[config.mk]
export PLATFORM = sky130hd
export DESIGN_NAME = set_compare_unit
export DESIGN_NICKNAME = d
export VERILOG_FILES = /design/src/rtl/set_compare_unit.sv
export SDC_FILE = /design/constraint.sdc
export NUM_CORES = 1
export LEC_CHECK = 0
export CORE_MARGIN = 3
export CORE_UTILIZATION = 48
export DETAILED_ROUTE_END_ITERATION = 8
export PLACE_DENSITY = 0.91
export SLEW_MARGIN = 5
export SYNTH_ARGS = -nofsm -noshare
export SYNTH_HDL_FRONTEND = slang
export SYNTH_SLANG_ARGS = --single-unit
[constraint.sdc]
create_clock -name clk -period 8.31 [get_ports clk]
set_input_delay 0.831 -clock clk [delete_from_list [all_inputs] [get_ports clk]]
set_output_delay 0.831 -clock clk [all_outputs]
set_load 0.02 [all_outputs]
[src/rtl/set_compare_unit.sv]
// Pipelined set-on-compare unit for the EX stage: signed/unsigned SLT/SLE/SGT/SGE/SEQ/SNE
// or ALU pass-through, with stall/flush support and 1- or 2-cycle latency.
module set_compare_unit #(
   parameter int unsigned WIDTH       = 32,
   parameter int unsigned PIPE_STAGES = 1
) (
   input  logic             clk,
   input  logic             rst,
   input  logic             stall,
   input  logic             flush,
   input  logic             in_valid,
   input  logic [2:0]       cmp_op,
   input  logic             cmp_unsigned,
   input  logic [WIDTH-1:0] op_a,
   input  logic [WIDTH-1:0] op_b,
   input  logic [WIDTH-1:0] pass_in,
   output logic             out_valid,
   output logic [WIDTH-1:0] result,
   output logic             flag_lt,
   output logic             flag_eq
);

   typedef enum logic [2:0] {
      OP_PASS = 3'b000,
      OP_SLT  = 3'b001,
      OP_SLE  = 3'b010,
      OP_SGT  = 3'b011,
      OP_SGE  = 3'b100,
      OP_SEQ  = 3'b101,
      OP_SNE  = 3'b110,
      OP_RSVD = 3'b111
   } cmp_op_t;

   // Stage A: one subtractor supplies borrow, sign, overflow and equality
   logic [WIDTH:0] diff;
   logic           n_bit;
   logic           v_bit;
   logic           lt_a;
   logic           eq_a;

   always_comb begin
      diff  = {1'b0, op_a} - {1'b0, op_b};
      // A zero low-order difference is exactly op_a == op_b
      eq_a  = (diff[WIDTH-1:0] == '0);
      n_bit = diff[WIDTH-1];
      v_bit = (op_a[WIDTH-1] != op_b[WIDTH-1]) && (diff[WIDTH-1] != op_a[WIDTH-1]);
      lt_a  = cmp_unsigned ? diff[WIDTH] : (n_bit ^ v_bit);
   end

   logic             b_valid;
   logic             b_lt;
   logic             b_eq;
   cmp_op_t          b_op;
   logic [WIDTH-1:0] b_pass;

   generate
      if (PIPE_STAGES >= 2) begin : g_two
         logic             a_valid;
         logic             a_lt;
         logic             a_eq;
         cmp_op_t          a_op;
         logic [WIDTH-1:0] a_pass;

         always_ff @(posedge clk) begin
            if (rst) begin
               a_valid <= 1'b0;
               a_lt    <= 1'b0;
               a_eq    <= 1'b0;
               a_op    <= OP_PASS;
               a_pass  <= '0;
            end else if (flush) begin
               a_valid <= 1'b0;
            end else if (!stall) begin
               a_valid <= in_valid;
               a_lt    <= lt_a;
               a_eq    <= eq_a;
               a_op    <= cmp_op_t'(cmp_op);
               a_pass  <= pass_in;
            end
         end

         assign b_valid = a_valid;
         assign b_lt    = a_lt;
         assign b_eq    = a_eq;
         assign b_op    = a_op;
         assign b_pass  = a_pass;
      end else begin : g_one
         assign b_valid = in_valid;
         assign b_lt    = lt_a;
         assign b_eq    = eq_a;
         assign b_op    = cmp_op_t'(cmp_op);
         assign b_pass  = pass_in;
      end
   endgenerate

   // Stage B: condition select and result formatting
   logic             cond;
   logic             is_cmp;
   logic [WIDTH-1:0] b_result;

   always_comb begin
      cond   = 1'b0;
      is_cmp = 1'b1;
      case (b_op)
         OP_SLT:  cond = b_lt;
         OP_SLE:  cond = b_lt | b_eq;
         OP_SGT:  cond = !b_lt & !b_eq;
         OP_SGE:  cond = !b_lt;
         OP_SEQ:  cond = b_eq;
         OP_SNE:  cond = !b_eq;
         default: is_cmp = 1'b0;
      endcase
      b_result = is_cmp ? {{(WIDTH-1){1'b0}}, cond} : b_pass;
   end

   always_ff @(posedge clk) begin
      if (rst) begin
         out_valid <= 1'b0;
         result    <= '0;
         flag_lt   <= 1'b0;
         flag_eq   <= 1'b0;
      end else if (flush) begin
         out_valid <= 1'b0;
      end else if (!stall) begin
         out_valid <= b_valid;
         result    <= b_result;
         flag_lt   <= b_lt;
         flag_eq   <= b_eq;
      end
   end

endmodule

======== After elaboration in Yosys (flattened, before gate mapping) ========
Index checks and enable logic that the tools add are counted.
storage, ports and cells
  bits in registers ....................... 35
  word-level logic and storage cells ...... 29
cells by class
  reduce and logical (&&, ||, !) cells .... 7
  multiplexer cells ....................... 4
  bitwise gates (word level) .............. 5
  add/sub/neg operators ................... 1
  eq/ne operators ......................... 8
operator list
  cell                                                 count
  subtractor 32 x 32 -> 33 bit                         1
  logical NOT 32 bit                                   1
  two-way mux 32 bit                                   1
  equality test 3 bit, second input constant           3
  equality test 3 x 2 -> 1 bit, second input constant  2
  one-hot mux 1 bit (6 select lines)                   1
  OR reduction 6 bit                                   1
  equality test 3 x 1 -> 1 bit, second input constant  1
  logical NOT 1 bit                                    2
  two-way mux 1 bit                                    2
  != test 1 bit                                        2
  inverter 1 bit                                       2
  AND reduction 2 bit                                  1
  OR reduction 2 bit                                   1
  bitwise AND 1 bit                                    1
  logical AND 1 bit                                    1
  bitwise OR 1 bit                                     1
  bitwise XOR 1 bit                                    1

======== Longest topological paths before layout ========
  depth in word-level cells ............... 9
  gate-level depth with buffers ........... 21
  gate-level depth less buffers ........... 20

======== Worst setup path before layout ========
Ideal clock, no wire load.
  kind .................................... input port to flip-flop
  from .................................... in op_b[22]
  to ...................................... reg result[0]
  library setup time ...................... 0.114 ns
  arrival ................................. 4.891 ns
  stages on the path ...................... 21
  setup slack ............................. 3.305 ns
  buffers on the path ..................... 1
  path through ............................ inv_1 > ha_1 > buf_6 > nand2_2 > o31a_1 > nor3_1 > a21bo_2 > nand3_1 > a41oi_1 > nor2b_1 > fa_1 > o2111ai_1 > a221oi_1 > nand4_1 > nor4_1 > nand4_1 > or4_4 > a2111oi_4 > mux2i_1 > a32o_1 > a21o_1
between the ends
  cells in the longest elaborated chain, start to end .. 9
  elaborated cells on any way between the ends .. 12
  classes of those cells .................. 1 x add/sub; 1 x eq/ne; 3 x mux; 3 x bitwise; 4 x reduce/logical
ends and longest elaborated chain
  what                                  line      source
  from (decl)                           15        input logic [WIDTH-1:0] op_b,
  subtractor 32 x 32 -> 33 bit *        42        diff = {1'b0, op_a} - {1'b0, op_b};
  != test 1 bit                         46        v_bit = (op_a[WIDTH-1] != op_b[WIDTH-1]) && (diff[WIDTH-1] != op_a[WIDTH-1]);
  logical AND 1 bit                     46
  bitwise XOR 1 bit                     47        lt_a = cmp_unsigned ? diff[WIDTH] : (n_bit ^ v_bit);
  two-way mux 1 bit                     47
  logical NOT 1 bit                     107, 108
  bitwise AND 1 bit                     107       OP_SGT: cond = !b_lt & !b_eq;
  one-hot mux 1 bit (6 select lines) *  104       case (b_op)
  two-way mux 32 bit *                  113       b_result = is_cmp ? {{(WIDTH-1){1'b0}}, cond} : b_pass;
  to (signal assigned)                  126       result <= b_result;
  to (decl)                             18        output logic [WIDTH-1:0] result,
Mark *: on every way between the ends. The rest lies on a longest branch, timed or not.
A chain may end at the register's enable or synchronous reset.

======== Worst setup path in the final report ========
  from .................................... in op_b[18]
  to ...................................... reg result[0]
The elaborated chain is that of the path after synthesis.

==> flow_metrics.tcl <==
set metrics [dict create \
    port_buffers 139 \
    crit_fanout 8 \
    root_buffer "clkbuf_8" \
    relSlewSlack_pct 14.4 \
    cts_setup_buffers 0 \
    insertion_delay_ns 0.29 \
    required_ns 8.50 \
    die_x_um 91.7 \
    post-route-cell-area_um2 5030 \
    path_class "input pin to register" \
    avgSynthCellArea_um2 7.44 \
    gp_congestion 0.944 \
    cts.clk_slew.worst_paths_ns 0.08 \
    cts_hold_buf 0 \
    ys.flop_type "dfxtp_1" \
    grt_pass1_wl_um 18700 \
    startpoint "op_b[18]" \
    critPathLaunchType "input pin" \
    min_to "result[19]" \
    finalWirelength_um 11500 \
    post_drt_wl_per_cell_um 16.6 \
    synth_edf_count 0 \
    power.density_nw_per_um2 117 \
    endpoint_kind "register" \
    rows 30 \
    drtPass1Iterations 5 \
    yosysSeqAreaShare_pct 19.9 \
    ff2ff_path_depth 2 \
    core-area_um2 6940 \
    ys_async_sr_fraction_pct 0 \
    cp_top_family "compound AO/OA/AOI/OAI gates" \
    cts_sinks 35 \
    clk_path_buf_depth 2 \
    die_height_um 91.7 \
    first_iter_violations 263 \
    gr-total-overflow 0 \
    synth_cells 474 \
    hold_viol 0 \
    synth.distinct_cells 74 \
    io_pins 140 \
    rsz0062_at_grt "false" \
    syn-num-nets 612 \
    vdd.ir_drop.worst_v 0.000145 \
    cp_cell_sequence "clkdlybuf4s50_1 -> inv_1 -> ha_1 -> a21oi_1 -> o21ai_0 -> or2_2 -> a31oi_1 -> nand3_1 -> a41oi_1 -> nor2b_1 -> fa_1 -> o2111ai_1 -> a221oi_1 -> nand4_1 -> nor4_1 -> nand4_1 -> or4_4 -> a2111oi_4 -> mux2i_1 -> a32o_1 -> a21o_1" \
    finalCritPeriodShare_pct 68.6 \
    cts_max_level 2 \
    dr_total_vias 4095 \
    antenna_found_initial 0 \
    antenna_cells 0 \
    cts_buffers 5 \
    r2r-end "result[17]" \
    cts-resized-gates 0 \
    worstMarginPinSlew_ns 1.28 \
    grt_use_total_pct 26.5 \
    final_nets 733 \
    ant_nets 0 \
    r2r_setup_slack_ns 7.52 \
    hp-start "result[19]" \
    r2r_start "result[17]" \
    status "complete, no violations" \
    fin_skew_ns 0 \
    grt_pass1_vias 4138 \
    tns_ns 0 \
    crit_arrival_ns 5.89 \
    maxCapViolations 0 \
    drive_above_1_share_pct 6.04 \
    path_buf_inv 2 \
    yosys_warnings 0 \
    viasPerCell 5.92 \
    cp_slowest_cell "or4_4" \
    cts_tree "done" \
    drc 0 \
    synth-seq-cells 35 \
    max_freq_ghz 0.175 \
    synthesis.area_um2 3530 \
    hold_depth 2 \
    crit_top_cell "nand4_1" \
    p_leak_uw 0.00202 \
    finalMaxSlewViolations 0 \
    synthToLayoutAreaGrowth_pct 42.6 \
    dp_hpwl_um 9260 \
    start_util_pct 50.8 \
    setup_ws_ns 2.61 \
    dpl_cell_area_um2 4910 \
    slowest_delay_ns 0.51 \
    dieArea_um2 8420 \
    grt_max_degree 38 \
    setup_violations 0 \
    hold-worst-slack_ns 0.516 \
    post-place-ws_ns 2.35 \
    hp-class "register to register" \
    fin_crit_ns 5.70 \
]
## synth_stat cells, types with 9 or more instances
library cell	instances	area [µm²]
dfxtp_1	35	701
clkbuf_1	11	41.3
inv_1	40	150
a21oi_1	32	160
o21ai_0	17	85.1
a22oi_1	31	233
nand2_1	33	124
buf_2	9	45.0
nand4_1	9	56.3
ha_1	32	400
nor3_1	14	70.1
nor2_1	66	248
## worst max-delay path by stage
stage                     cells past startpoint  slack [ns]        end
after detailed placement                     21        2.35  result[0]
after floorplan                              21        3.30  result[0]
after global placement                       21        2.51  result[0]
after global routing                         21        2.28  result[0]
final                                        21        2.61  result[0]
after CTS                                    21        2.67  result[0]
## report_power, final
part	leakage, µW	internal, µW	switching, µW	total [µW]
clock	0.0000587	90.9	68.1	159
combinational	0.00168	123	134	257
sequential	0.000283	171	2.10	173
total	0.00202	386	204	590
## state kept, by name, summed over array words and instances (netlist names)
signal,flops
flag_lt,1
flag_eq,1
out_valid,1
result,32
## cell families after synthesis
group                      after synthesis  share of synthesized area (%)
xor gates and xnor gates                 6                           1.49
buffers and inverters                   65                           7.91
muxes                                   10                           3.01
DFF                                     35                           19.9
and+or+nand+nor                        165                           22.8
adders and majority gates               33                           11.9
AOI/OAI and AO/OA                      160                           33.1
## worst register-to-register path, cell delays in order (launching register included)
cell	delay [ns]
dfxtp_1	0.34
a22oi_1	0.24
nor2_1	0.06
## area by class of cell
cell class / instances / area [µm²]
Clock buffer: 5 / 68.8
Clock inverter: 3 / 47.5
Fill cell: 561 / 1910
Inverter: 40 / 150
Multi-Input combinational cell: 374 / 2550
Sequential cell: 35 / 701
Tap cell: 96 / 120
Timing Repair Buffer: 139 / 1390
## stage by stage
stage / std cells / total power [µW] / util, %
floorplan: 474 / 338 / -
global placement: 684 / 424 / 70.8
detailed placement: 684 / 429 / 70.8
CTS: 692 / 590 / 72.4
global route: 692 / 622 / 72.4
finish: 692 / 590 / 72.4
## placed cells by master, fill, tap and decap left out, drive strengths merged, types with 4 or more instances in the layout
| cell type | instances |
|---|---|
| a2111oi | 4 |
| a21o | 8 |
| a21oi | 35 |
| a22oi | 31 |
| a31oi | 4 |
| and3 | 5 |
| clkbuf | 5 |
| clkdlybuf4s50 | 139 |
| dfxtp | 35 |
| ha | 32 |
| inv | 41 |
| mux2 | 5 |
| mux2i | 5 |
| nand2 | 34 |
| nand3 | 7 |
| nand4 | 9 |
| nor2 | 67 |
| nor2b | 4 |
| nor3 | 14 |
| o211ai | 8 |
| o21a | 7 |
| o21ai | 20 |
| o221ai | 4 |
| o31a | 4 |
| or2 | 6 |
| xnor2 | 5 |
## per-layer routing
metal | track usage (%) | part of all wire, %
met1 | 31.8 | 41
met2 | 47.0 | 50
met3 | 6.15 | 7.2
met4 | 7.67 | 2.4
met5 | 0 | 0
Note: power is estimated with default switching activity, not from simulation.
